--- config.mk ---
export PLATFORM = sky130hd
export DESIGN_NAME = bus_cycle_ctrl
export DESIGN_NICKNAME = d
export VERILOG_FILES = /design/src/rtl/bus_cycle_pkg.sv /design/src/rtl/bus_cycle_ctrl.sv
export SDC_FILE = /design/constraint.sdc
export NUM_CORES = 1
export LEC_CHECK = 0
export BUFFER_PORTS_ARGS = -buffer_cell sky130_fd_sc_hd__buf_2
export CAP_MARGIN = 15
export CORE_UTILIZATION = 48
export CTS_BUF_LIST = sky130_fd_sc_hd__clkbuf_16
export DETAILED_ROUTE_END_ITERATION = 12
export PLACE_DENSITY = 0.76
export SLEW_MARGIN = 20
export SYNTH_ARGS = -nofsm -noshare
export SYNTH_HDL_FRONTEND = slang
export SYNTH_SLANG_ARGS = --single-unit
--- constraint.sdc ---
create_clock -name clk -period 2.8 [get_ports clk]
set_input_delay 0.42 -clock clk [delete_from_list [all_inputs] [get_ports clk]]
set_output_delay 0.42 -clock clk [all_outputs]
set_load 0.02 [all_outputs]
--- src/rtl/bus_cycle_pkg.sv ---
// rtl/bus_cycle_pkg.sv - state and status encodings for the 8085-style bus cycle generator
package bus_cycle_pkg;

    typedef enum logic [2:0] {
        IDLE = 3'd0,
        T1   = 3'd1,
        T2   = 3'd2,
        TW   = 3'd3,
        T3   = 3'd4,
        T4   = 3'd5
    } state_t;

    localparam logic [1:0] ST_HALT  = 2'b00;
    localparam logic [1:0] ST_WRITE = 2'b01;
    localparam logic [1:0] ST_READ  = 2'b10;
    localparam logic [1:0] ST_FETCH = 2'b11;

    // A fetch flag on a write is meaningless, so write wins.
    function automatic logic [1:0] cycle_status(input logic wr, input logic fetch);
        if (wr)
            return ST_WRITE;
        else if (fetch)
            return ST_FETCH;
        else
            return ST_READ;
    endfunction

endpackage

--- src/rtl/bus_cycle_ctrl.sv ---
// rtl/bus_cycle_ctrl.sv - initiator-side multiplexed AD-bus cycle generator (T1/T2/TW/T3/T4)
module bus_cycle_ctrl
    import bus_cycle_pkg::*;
#(
    parameter int MAX_WAIT = 15,
    parameter bit FETCH_T4 = 1'b1
) (
    input  logic        clk,
    input  logic        rst,
    input  logic        req,
    input  logic        req_wr,
    input  logic        req_io,
    input  logic        req_fetch,
    input  logic [15:0] req_addr,
    input  logic [7:0]  req_wdata,
    input  logic        ready,
    input  logic [7:0]  ad_in,
    output logic [7:0]  ad_out,
    output logic        ad_oe,
    output logic [7:0]  haddress,
    output logic        ALE,
    output logic        RDn,
    output logic        WRn,
    output logic        IOMn,
    output logic        S0,
    output logic        S1,
    output logic        busy,
    output logic        done,
    output logic [7:0]  rdata,
    output logic        timeout
);

    localparam logic [7:0] LP_MAX_WAIT = MAX_WAIT[7:0];

    state_t      r_state;
    logic        r_wr;
    logic        r_io;
    logic        r_fetch;
    logic [7:0]  r_wdata;
    logic [7:0]  r_wait_cnt;

    logic [7:0]  r_ad_out;
    logic        r_ad_oe;
    logic [7:0]  r_haddr;
    logic        r_ale;
    logic        r_rdn;
    logic        r_wrn;
    logic        r_iomn;
    logic [1:0]  r_status;
    logic        r_busy;
    logic        r_done;
    logic [7:0]  r_rdata;
    logic        r_timeout;

    state_t      w_next;
    logic [7:0]  w_ad_out;
    logic        w_ad_oe;
    logic [7:0]  w_haddr;
    logic        w_ale;
    logic        w_rdn;
    logic        w_wrn;
    logic        w_iomn;
    logic [1:0]  w_status;
    logic        w_busy;
    logic        w_wait_full;

    assign w_wait_full = (r_wait_cnt == LP_MAX_WAIT);

    always_ff @(posedge clk or posedge rst) begin
        if (rst)
            r_state <= IDLE;
        else
            r_state <= w_next;
    end

    // Outputs are registered from the next state, so each pin settles
    // at the start of the bus state it belongs to.
    always_comb begin
        w_next   = r_state;
        w_ad_out = r_ad_out;
        w_ad_oe  = 1'b0;
        w_haddr  = r_haddr;
        w_ale    = 1'b0;
        w_rdn    = 1'b1;
        w_wrn    = 1'b1;
        w_iomn   = r_iomn;
        w_status = r_status;
        w_busy   = 1'b0;

        case (r_state)
            IDLE:    w_next = req ? T1 : IDLE;
            T1:      w_next = T2;
            T2:      w_next = ready ? T3 : TW;
            TW:      w_next = (ready || w_wait_full) ? T3 : TW;
            T3:      w_next = (r_fetch && FETCH_T4) ? T4 : IDLE;
            T4:      w_next = IDLE;
            default: w_next = IDLE;
        endcase

        case (w_next)
            IDLE: begin
                w_haddr  = 8'h00;
                w_status = ST_HALT;
            end
            T1: begin
                w_ale    = 1'b1;
                w_ad_out = req_addr[7:0];
                w_ad_oe  = 1'b1;
                w_haddr  = req_addr[15:8];
                w_iomn   = req_io;
                w_status = cycle_status(req_wr, req_fetch);
                w_busy   = 1'b1;
            end
            T2, TW, T3: begin
                w_busy = 1'b1;
                if (r_wr) begin
                    w_wrn    = 1'b0;
                    w_ad_out = r_wdata;
                    w_ad_oe  = 1'b1;
                end else begin
                    w_rdn    = 1'b0;
                end
            end
            T4:      w_busy = 1'b1;
            default: w_busy = 1'b0;
        endcase
    end

    always_ff @(posedge clk or posedge rst) begin
        if (rst) begin
            r_wr       <= 1'b0;
            r_io       <= 1'b0;
            r_fetch    <= 1'b0;
            r_wdata    <= 8'h00;
            r_wait_cnt <= 8'h00;
            r_done     <= 1'b0;
            r_rdata    <= 8'h00;
            r_timeout  <= 1'b0;
        end else begin
            r_done <= (r_state == T3);
            if (r_state == IDLE && req) begin
                r_wr      <= req_wr;
                r_io      <= req_io;
                r_fetch   <= req_fetch & ~req_wr;
                r_wdata   <= req_wdata;
                r_timeout <= 1'b0;
            end
            if (r_state == T2)
                r_wait_cnt <= 8'd1;
            else if (r_state == TW && !ready && !w_wait_full)
                r_wait_cnt <= r_wait_cnt + 8'd1;
            if (r_state == TW && !ready && w_wait_full)
                r_timeout <= 1'b1;
            if (r_state == T3 && !r_wr)
                r_rdata <= ad_in;
        end
    end

    always_ff @(posedge clk or posedge rst) begin
        if (rst) begin
            r_ad_out <= 8'h00;
            r_ad_oe  <= 1'b0;
            r_haddr  <= 8'h00;
            r_ale    <= 1'b0;
            r_rdn    <= 1'b1;
            r_wrn    <= 1'b1;
            r_iomn   <= 1'b0;
            r_status <= ST_HALT;
            r_busy   <= 1'b0;
        end else begin
            r_ad_out <= w_ad_out;
            r_ad_oe  <= w_ad_oe;
            r_haddr  <= w_haddr;
            r_ale    <= w_ale;
            r_rdn    <= w_rdn;
            r_wrn    <= w_wrn;
            r_iomn   <= w_iomn;
            r_status <= w_status;
            r_busy   <= w_busy;
        end
    end

    assign ad_out   = r_ad_out;
    assign ad_oe    = r_ad_oe;
    assign haddress = r_haddr;
    assign ALE      = r_ale;
    assign RDn      = r_rdn;
    assign WRn      = r_wrn;
    assign IOMn     = r_iomn;
    assign S1       = r_status[1];
    assign S0       = r_status[0];
    assign busy     = r_busy;
    assign done     = r_done;
    assign rdata    = r_rdata;
    assign timeout  = r_timeout;

endmodule
==> run_results.csv, run 1 <==
group,metric,value,unit
timing,setup_violations,0,
drt,drt-total-wl,4.284,mm
drt,dr.first_iter.drc_count,82,
clock_tree,htree_num_levels,2,
grt,antenna_found_initial,0,
clock_tree,cts.clk_slew.worst_paths,70,ps
die,num_rows,24,
synthesis,syn_area,2248,sq um
clock_tree,holdBufCountCts,0,
setup_path,startpoint_type,"flip-flop",
synthesis,ys_seq_area_share,61.32,%
drt,detail-route-antenna-nets,0,
timing,period_needed,2038,ps
min_path,min_path_type,"in2async",
clock_tree,clock_sinks,55,
placed_design,pre_cts_ws,743.0,ps
synthesis,syn_nets,230,
placed_design,gp_congestion,0.7832,
placed_design,dp_hpwl,3.139,mm
timing,relSlewSlack,49.53,%
clock_tree,cts_tree,"done",
synthesis,ys.flop_type,"dfrtp_1",
setup_path,path_max_fanout,8,
synthesis,ys_ff_latch,55,
setup_path,timing_worst_setup_path_type,"reg2reg",
timing,rsz0062_at_grt,"false",
drt,vias,1656,
placed_design,placedInstanceArea,2660,sq um
clock_tree,post-cts-setup-buffers,0,
die,core,4414,sq um
synthesis,synth_top_area_share,58.99,%
cells_and_area,drive_gt1_share,37.74,%
timing,fin_worst_skew,5.810,ps
grt,grt_pass1_wl,7.362,mm
grt,grt_max_degree,25,
drt,drc,0,
die,ios,73,
clock_tree,insertion_delay,280,ps
timing,clock.fmax,0.4906,GHz
grt,gr-total-overflow,0,
timing,layout_setup_ws,761.6,ps
power_and_ir_drop,ir_worst_vdd,0.6669,mV
synthesis,synth_area_leaders,"dfrtp_1, nand2_1, mux2_2",
synthesis,synth_edf_count,0,
synthesis,yosysTopAreaCell,"dfrtp_1",
synthesis,syn_inst,190,
clock_tree,cts_resized,0,
grt,groute.usage.overall,19.07,%
power_and_ir_drop,power,3.137,mW
synthesis,synth_cell_types,40,
cells_and_area,utilization,63.46,%
cells_and_area,n_antenna_cell,0,
setup_path,cp.required,2970,ps
grt,grt_pass1_vias,1631,
die,die_x,70.44,um
timing,drv_slew,0,
synthesis,synth.most_common_cell,"dfrtp_1",
setup_path,cp.arrival,2210,ps
drt,firstDrtPassIters,4,
setup_path,cp-startpoint,"r_state[0]$_DFF_PP0_",
cells_and_area,final_nets,304,
drt,wl_per_cell,13.51,um
setup_path,timing.rr.start,"r_state[0]$_DFF_PP0_",
clock_tree,numCtsBuffers,5,
power_and_ir_drop,power_density,1120,nW/um^2
synthesis,avgSynthCellArea,11.83,sq um
synthesis,synth_warnings,0,
cells_and_area,fin_area,2801,sq um
timing,finalHoldViolCount,0,
drt,vias_per_cell,5.224,
die,die_area,4962,sq um
die,die_h,70.44,um
setup_path,end_kind,"flip-flop",
timing,finalCritPeriodShare,72.80,%
power_and_ir_drop,p_leak,1.416,nW
flow_run,cap_viol_max_count,0,
clock_tree,cts_root_buf,"clkbuf_16",
timing,totalNegativeSetupSlack,0,ps
synthesis,async_flop_share,100.0,%
clock_tree,clockBufferDepth,2,
cells_and_area,area_growth,24.60,%
die,start_util,50.94,%
timing,tightest_slew,752.0,ps
synthesis,yosys-top-cells-count,"dfrtp_1, nand2_1",
placed_design,portBuffers,72,
outcome,status,"finished, final reports clean",
==> where the power goes <==
part / total (mW) / switching [mW] / internal, mW / leakage (nW)
clock network: 0.581 / 0.255 / 0.327 / 0.0726
registers: 1.32 / 0.184 / 1.13 / 0.687
logic: 1.24 / 0.739 / 0.499 / 0.656
total: 3.14 / 1.18 / 1.96 / 1.42
==> critical path, cell delays in order (launching register included) <==
cell and delay (ps):
dfrtp_1 440, nor2_1 340, and2_1 200, nor2b_1 540, mux2_2 410
==> registers in the layout (all words and copies together), names as in the netlist, 2 cells and up <==
register and cells:
haddress 8, r_wdata 8, r_state 3, rdata 8, r_wait_cnt 8, r_status 2
ad_out 8
==> final cells by class <==
type                            instances  area, sq um
Sequential cell                        55         1379
Clock buffer                            5        125.1
Multi-Input combinational cell        124        818.3
Tap cell                               52        65.06
Fill cell                             381         1613
Inverter                                2        7.507
Clock inverter                          3        16.27
Timing Repair Buffer                   76        390.4
==> metrics by stage <==
| stage | instances | hold WS (ps) |
|---|---|---|
| after detailed placement | 309 | 347.7 |
| after global routing | 317 | 50.39 |
| final | 317 | 44.69 |
| after global placement | 309 | 347.4 |
| after CTS | 317 | 43.58 |
| after floorplan | 190 | 438.4 |
==> path summary, 6_finish.rpt <==
kind                                          end  slack (ps)  cells after the start
max                          rdata[5]$_DFFE_PP0P_         760                      4
min                               ad_oe$_DFF_PP0_          40                      2
max reg2reg                  rdata[5]$_DFFE_PP0P_         760                      4
min reg2reg                      IOMn$_DFFE_PP0N_         470                      2
max in group asynchronous           WRn$_DFF_PP1_        2140                      3
min in group clk           r_wdata[1]$_DFFE_PP0P_         320                      3
==> layout by cell type (no fill, tap or decap), types with 2 or more instances in the layout <==
| cell | n |
|---|---|
| o21a_1 | 8 |
| nand4_1 | 2 |
| buf_4 | 4 |
| nand3b_1 | 2 |
| a21oi_2 | 2 |
| buf_2 | 72 |
| mux2i_1 | 5 |
| a22o_1 | 8 |
| clkbuf_16 | 5 |
| o22a_1 | 8 |
| xnor2_1 | 3 |
| o2bb2ai_1 | 2 |
| nand3_1 | 2 |
| dfstp_2 | 2 |
| mux2_2 | 8 |
| nor2_1 | 8 |
| o21ai_0 | 4 |
| inv_1 | 2 |
| nand2_1 | 41 |
| dfrtp_1 | 53 |
==> per-layer routing <==
metal | vias to the layer above | global-route usage (%) | wire [um]
li1 | 813 | - | -
met1 | 781 | 24.13 | 1831
met2 | 55 | 31.75 | 2136
met3 | 7 | 5.195 | 259
met4 | 0 | 6.000 | 57
met5 | - | 0 | 0
==> kinds of logic (layout without fill, tap and decap cells) <==
group,after synthesis,after routing,share of synthesized area [%]
AO/OA/AOI/OAI,39,39,13.86
XOR/XNOR,3,3,1.169
flip-flops,55,55,61.32
adder cells (fa/ha/maj),1,1,0.5564
multiplexers,13,13,6.233
buffers and inverters,11,86,2.281
AND/OR/NAND/NOR,68,68,14.58
(Power assumes the default switching activity.)
==> run 2: changes to the inputs <==
--- a/config.mk
+++ b/config.mk
@@ -7,10 +7,10 @@
 export LEC_CHECK = 0
 export BUFFER_PORTS_ARGS = -buffer_cell sky130_fd_sc_hd__buf_2
 export CAP_MARGIN = 15
-export CORE_UTILIZATION = 48
+export CORE_UTILIZATION = 45
 export CTS_BUF_LIST = sky130_fd_sc_hd__clkbuf_16
 export DETAILED_ROUTE_END_ITERATION = 12
-export PLACE_DENSITY = 0.76
+export PLACE_DENSITY = 0.75
 export SLEW_MARGIN = 20
 export SYNTH_ARGS = -nofsm -noshare
 export SYNTH_HDL_FRONTEND = slang
==> constraint.sdc (replaced) <==
create_clock -name clk -period 1.7 [get_ports clk]
set_input_delay 0.255 -clock clk [delete_from_list [all_inputs] [get_ports clk]]
set_output_delay 0.255 -clock clk [all_outputs]
set_load 0.02 [all_outputs]
==> run 2 against run 1 <==
  * The flow now finishes with violations (negative hold slack)
  * Register-to-register slack worse by 650 ps
  * Largest power group is now combinational logic
  * Die area is 6.5% higher
  * Sequential cell count stayed put
  * Critical path type unchanged
  * Total power is 69% higher
  * Clock skew is 1.1 ps lower
  * Global-route usage is 1.3 points lower
  * Cell area is 4.2% higher
  * Non-clock buffer count is 8 higher
  * Sequential power is 64% higher
==> run_results.csv, run 2 (same netlist as run 1, synthesis figures left out) <==
group,metric,value,unit
setup_path,reg2reg_depth,3,
flow_run,cap_viol_max_count,0,
setup_path,path_buf_inv,0,
cells_and_area,fin_cells,340,
timing,period_needed,1587,ps
timing,tightest_slew,494.3,ps
grt,grt_pass1_wl,7.107,mm
power_and_ir_drop,p_leak,1.456,nW
cells_and_area,area_growth,29.77,%
power_and_ir_drop,swShare,37.34,%
die,core,4755,sq um
die,num_rows,25,
min_path,min_path_type,"in2async",
die,start_util,47.29,%
timing,rsz0062_at_grt,"false",
clock_tree,numCtsBuffers,5,
clock_tree,clock_sinks,55,
setup_path,crit_chain,"nor4_4 -> a21oi_4 -> or4_1",
timing,fin_hold_ws,-9.817,ps
setup_path,r2r-end,"busy$_DFF_PP0_",
setup_path,path_delay_family,"simple AND/OR/NAND/NOR gates",
cells_and_area,mostFrequentLayoutCells,"buf_2, dfrtp_1, nand2_1",
clock_tree,insertion_delay,290,ps
clock_tree,cts.clk_slew.worst_paths,70,ps
grt,antenna_found_initial,0,
die,die_area,5283,sq um
drt,firstDrtPassIters,4,
timing,clock.fmax,0.6302,GHz
setup_path,end_kind,"flip-flop",
cells_and_area,final_common_cell,"buf_2",
timing,finalHoldViolCount,21,
clock_tree,htree_num_levels,2,
placed_design,dp_hpwl,3.162,mm
grt,groute.usage.overall,17.80,%
timing,totalNegativeSetupSlack,0,ps
timing,fin_worst_skew,4.733,ps
placed_design,portBuffers,72,
setup_path,timing_worst_setup_path_type,"reg2reg",
grt,grt_max_degree,26,
cells_and_area,drive_gt1_share,41.03,%
timing,relSlewSlack,67.00,%
setup_path,path_max_fanout,9,
setup_path,cpMaxStageDelayCell,"or4_1",
power_and_ir_drop,switchingPower,1.976,mW
cells_and_area,final_nets,312,
cells_and_area,utilization,61.37,%
die,ios,73,
power_and_ir_drop,p_int,3.315,mW
placed_design,dp_cells,332,
drt,wl_per_cell,12.65,um
setup_path,startpoint_type,"flip-flop",
outcome,violations,"negative hold slack",
clock_tree,cts_tree,"done",
power_and_ir_drop,seqPwrFrac,40.8,%
clock_tree,cts_root_buf,"clkbuf_16",
drt,detail-route-antenna-nets,0,
setup_path,regToRegSetupSlack,110,ps
setup_path,cpPeakStageDelay,510,ps
drt,dr.first_iter.drc_count,49,
cells_and_area,n_antenna_cell,0,
die,die_h,72.69,um
drt,drt-total-wl,4.301,mm
drt,vias,1709,
drt,vias_per_cell,5.026,
grt,gr-total-overflow,0,
timing,layout_setup_ws,113.2,ps
grt,grt_pass1_vias,1598,
setup_path,cp.required,1860,ps
placed_design,pre_cts_ws,19.78,ps
power_and_ir_drop,ir_worst_vdd,0.8976,mV
timing,finalCritPeriodShare,93.34,%
die,die_x,72.69,um
setup_path,cp.arrival,1740,ps
clock_tree,clockBufferDepth,2,
drt,drc,0,
power_and_ir_drop,comb_power_share,41.0,%
placed_design,gp_congestion,0.7605,
setup_path,timing.rr.start,"r_wait_cnt[7]$_DFFE_PP0P_",
power_and_ir_drop,p_clk_share,18.2,%
power_and_ir_drop,power_density,1813,nW/um^2
timing,setup_violations,0,
outcome,status,"finished, violations left",
timing,drv_slew,0,
run 2: changes by cell type in the layout (fill, tap and decap cells not counted), sizes merged:
cell | previous run | this run
buf | 76 | 84
run 2: cell type report:
class | instances | area (sq um)
fill | 418 | 1837
multi-input combinational | 124 | 855.8
sequential | 55 | 1379
timing repair buffer | 84 | 450.4
inverter | 2 | 7.507
clock inverter | 3 | 16.27
clock buffer | 5 | 125.1
tap | 67 | 83.83
run 2: timing repair:
item                                   CTS  global route
setup endpoints to repair                0            21
hold buffers                             0             0
resized for setup                        0             7
endpoints found under the hold margin    0             0
buffers inserted                         0             0
run 2: layer usage:
metal / wire, um / share of wire, % / up-vias / GRT usage, %
met3: 265 / 6.2 / 6 / 5.110
met1: 1908 / 44 / 820 / 21.52
met5: 0 / 0 / - / 0
li1: - / - / 829 / -
met4: 51 / 1.2 / 0 / 6.972
met2: 2076 / 48 / 54 / 30.11
run 2: per-stage QoR:
stage | cell area, sq um | hold WS [ps] | power (mW)
2_1_floorplan | 2248 | 337.5 | 3.601
3_3_place_gp | 2739 | 306.3 | 4.288
3_5_place_dp | 2739 | 317.9 | 4.356
4_1_cts | 2880 | 6.364 | 5.341
5_1_grt | 2918 | 40.08 | 5.661
6_report | 2918 | -9.817 | 5.290
run 2: worst max-delay path by stage:
| stage | startpoint | cells after the start | slack (ps) | end |
|---|---|---|---|---|
| final | r_wait_cnt[7]$_DFFE_PP0P_ | 3 | 110 | busy$_DFF_PP0_ |
| after CTS | r_wait_cnt[0]$_DFFE_PP0P_ | 4 | 10 | busy$_DFF_PP0_ |
| after global routing | r_state[2]$_DFF_PP0_ | 4 | 20 | r_wait_cnt[6]$_DFFE_PP0P_ |
| after detailed placement | r_wait_cnt[0]$_DFFE_PP0P_ | 5 | 20 | r_wait_cnt[7]$_DFFE_PP0P_ |
| after floorplan | r_wait_cnt[0]$_DFFE_PP0P_ | 6 | 50 | r_wait_cnt[7]$_DFFE_PP0P_ |
| after global placement | r_wait_cnt[0]$_DFFE_PP0P_ | 4 | 60 | busy$_DFF_PP0_ |
run 2: power by group through the flow:
| stage | Sequential, mW | Clock [mW] | Combinational (mW) |
|---|---|---|---|
| after global routing | 2.22 | 1.05 | 2.39 |
| final | 2.16 | 0.964 | 2.17 |
| after CTS | 2.15 | 1.00 | 2.19 |
| after global placement | 2.15 | 0 | 2.14 |
| after floorplan | 2.62 | 0 | 0.983 |
| after detailed placement | 2.17 | 0 | 2.19 |
==> run 3: changes to the inputs <==
--- a/config.mk
+++ b/config.mk
@@ -7,10 +7,12 @@
 export LEC_CHECK = 0
 export BUFFER_PORTS_ARGS = -buffer_cell sky130_fd_sc_hd__buf_2
 export CAP_MARGIN = 15
-export CORE_UTILIZATION = 45
+export CELL_PAD_IN_SITES_DETAIL_PLACEMENT = 0
+export CELL_PAD_IN_SITES_GLOBAL_PLACEMENT = 1
+export CORE_UTILIZATION = 35
 export CTS_BUF_LIST = sky130_fd_sc_hd__clkbuf_16
 export DETAILED_ROUTE_END_ITERATION = 12
-export PLACE_DENSITY = 0.75
+export PLACE_DENSITY_LB_ADDON = 0.1
 export SLEW_MARGIN = 20
 export SYNTH_ARGS = -nofsm -noshare
 export SYNTH_HDL_FRONTEND = slang
==> run 3 against run 2 <==
  * Clock power up 20%
  * The run now ends clean
  * Routed wire length increased by 10%
  * Cell area rose by 2.7%
==> run_results.csv, run 3 (same netlist as run 1, synthesis figures left out) <==
group,metric,value,unit
cells_and_area,area_growth,33.22,%
die,num_rows,28,
setup_path,cp.required,1880,ps
cells_and_area,multiInputGateArea,840.8,sq um
setup_path,path_max_fanout,8,
power_and_ir_drop,ir_worst_vdd,0.8896,mV
setup_path,cpMaxStageDelayCell,"dfrtp_1",
cells_and_area,mostFrequentLayoutCells,"buf_2, dfrtp_1, nand2_1",
clock_tree,cts_tree,"done",
timing,fin_worst_skew,5.507,ps
grt,gr-total-overflow,0,
cells_and_area,fin_cells,353,
power_and_ir_drop,p_leak,1.492,nW
clock_tree,htree_num_levels,2,
clock_tree,clockBufferDepth,2,
grt,grt_pass1_vias,1715,
timing,clock.fmax,0.6258,GHz
setup_path,startpoint_type,"flip-flop",
drt,wl_per_cell,13.41,um
drt,vias,1708,
drt,drt-total-wl,4.733,mm
timing,relSlewSlack,68.46,%
cells_and_area,final_common_cell,"buf_2",
cells_and_area,ff_latch_area,1379,sq um
min_path,worstHoldStart,"req_wdata[7]",
die,ios,73,
timing,period_needed,1598,ps
grt,grt_pass1_wl,7.976,mm
timing,totalNegativeSetupSlack,0,ps
setup_path,crit_chain,"nor2_1 -> and2_1 -> nor2b_1 -> buf_4 -> mux2_2",
timing,setup_violations,0,
setup_path,timing.rr.start,"r_state[1]$_DFF_PP0_",
setup_path,cp.arrival,1770,ps
grt,groute.usage.overall,15.70,%
setup_path,cp.depth,5,
die,die_area,6749,sq um
grt,grt_max_degree,23,
drt,firstDrtPassIters,4,
die,die_h,82.15,um
clock_tree,cts.clk_slew.worst_paths,70,ps
setup_path,cp-startpoint,"r_state[1]$_DFF_PP0_",
drt,dr.first_iter.drc_count,40,
drt,vias_per_cell,4.839,
clock_tree,cts_root_buf,"clkbuf_16",
placed_design,gp_congestion,0.7372,
cells_and_area,n_antenna_cell,0,
outcome,status,"finished, final reports clean",
drt,detail-route-antenna-nets,0,
timing,drv_slew,0,
clock_tree,post-cts-setup-buffers,0,
timing,rsz0062_at_grt,"false",
setup_path,cpPeakStageDelay,380,ps
drt,drc,0,
grt,antenna_found_initial,0,
setup_path,path_delay_family,"simple AND/OR/NAND/NOR gates",
timing,finalCritPeriodShare,93.99,%
placed_design,dp_cells,344,
setup_path,path_buf_inv,1,
setup_path,end_kind,"flip-flop",
cells_and_area,drive_gt1_share,42.09,%
setup_path,timing_worst_setup_path_type,"reg2reg",
cells_and_area,fill_cells,587,
power_and_ir_drop,power_density,1852,nW/um^2
clock_tree,clock_sinks,55,
die,die_x,82.15,um
die,core,6061,sq um
cells_and_area,final_nets,317,
setup_path,reg2reg_depth,5,
timing,tightest_slew,472.4,ps
placed_design,portBuffers,72,
min_path,holdPathStages,3,
die,start_util,37.10,%
timing,finalHoldViolCount,0,
clock_tree,numCtsBuffers,5,
flow_run,cap_viol_max_count,0,
min_path,min_path_type,"in2reg",
clock_tree,insertion_delay,290,ps
[run 3: worst paths after layout]
kind | end | slack, ps
setup / recovery | rdata[7]$_DFFE_PP0P_ | 100
hold / removal | r_wdata[7]$_DFFE_PP0P_ | 150
setup reg to reg | rdata[7]$_DFFE_PP0P_ | 100
hold reg to reg | IOMn$_DFFE_PP0N_ | 480
max in group asynchronous | RDn$_DFF_PP1_ | 620
min in group asynchronous | rdata[6]$_DFFE_PP0P_ | 520
[run 3: tightest hold or removal path: cells and delay by family]
kind	cells	cell delay, ps
buffers and inverters	1	70
AND/OR/NAND/NOR	2	80
[run 3: layout make-up]
type / count / share of cell area [%]
flip-flops and latches: 55 / 46.03
repair buffers: 89 / 16.79
well taps: 75 / 3.133
clock buffers: 5 / 4.177
multi-input cells: 124 / 28.07
inverters: 2 / 0.2506
clock inverters: 3 / 1.546
[run 3: per-stage QoR]
stage / instance area (sq um) / hold WS, ps / total power, mW / setup WS [ps] / util, %
6_report: 2995 / 147.9 / 5.548 / 102.1 / 49.42
5_1_grt: 2995 / 155.2 / 5.975 / 8.363 / 49.42
4_1_cts: 2973 / 146.8 / 5.635 / 29.80 / 49.05
3_5_place_dp: 2791 / 304.9 / 4.448 / 46.79 / 46.06
3_3_place_gp: 2791 / 305.6 / 4.410 / 82.32 / 46.06
2_1_floorplan: 2248 / 337.5 / 3.601 / 51.05 / -
[run 3: repair_timing]
action | CTS | global route
setup endpoints to repair | 0 | 8
endpoints found under the hold margin | 19 | 0
gates resized for setup | 0 | 5
hold buffers | 1 | 0
[run 3: power breakdown]
group          internal (mW)  leakage (nW)  switching (mW)
clock network          0.700        0.0804           0.464
registers               1.87         0.687           0.274
logic                  0.959         0.724            1.28
[run 3: layer usage]
metal,vias up,GRT usage [%],wire length (um)
met2,50,24.88,2231
met5,-,0,0
met1,817,21.23,2184
met4,0,4.211,14
met3,2,4.176,302
li1,839,-,-
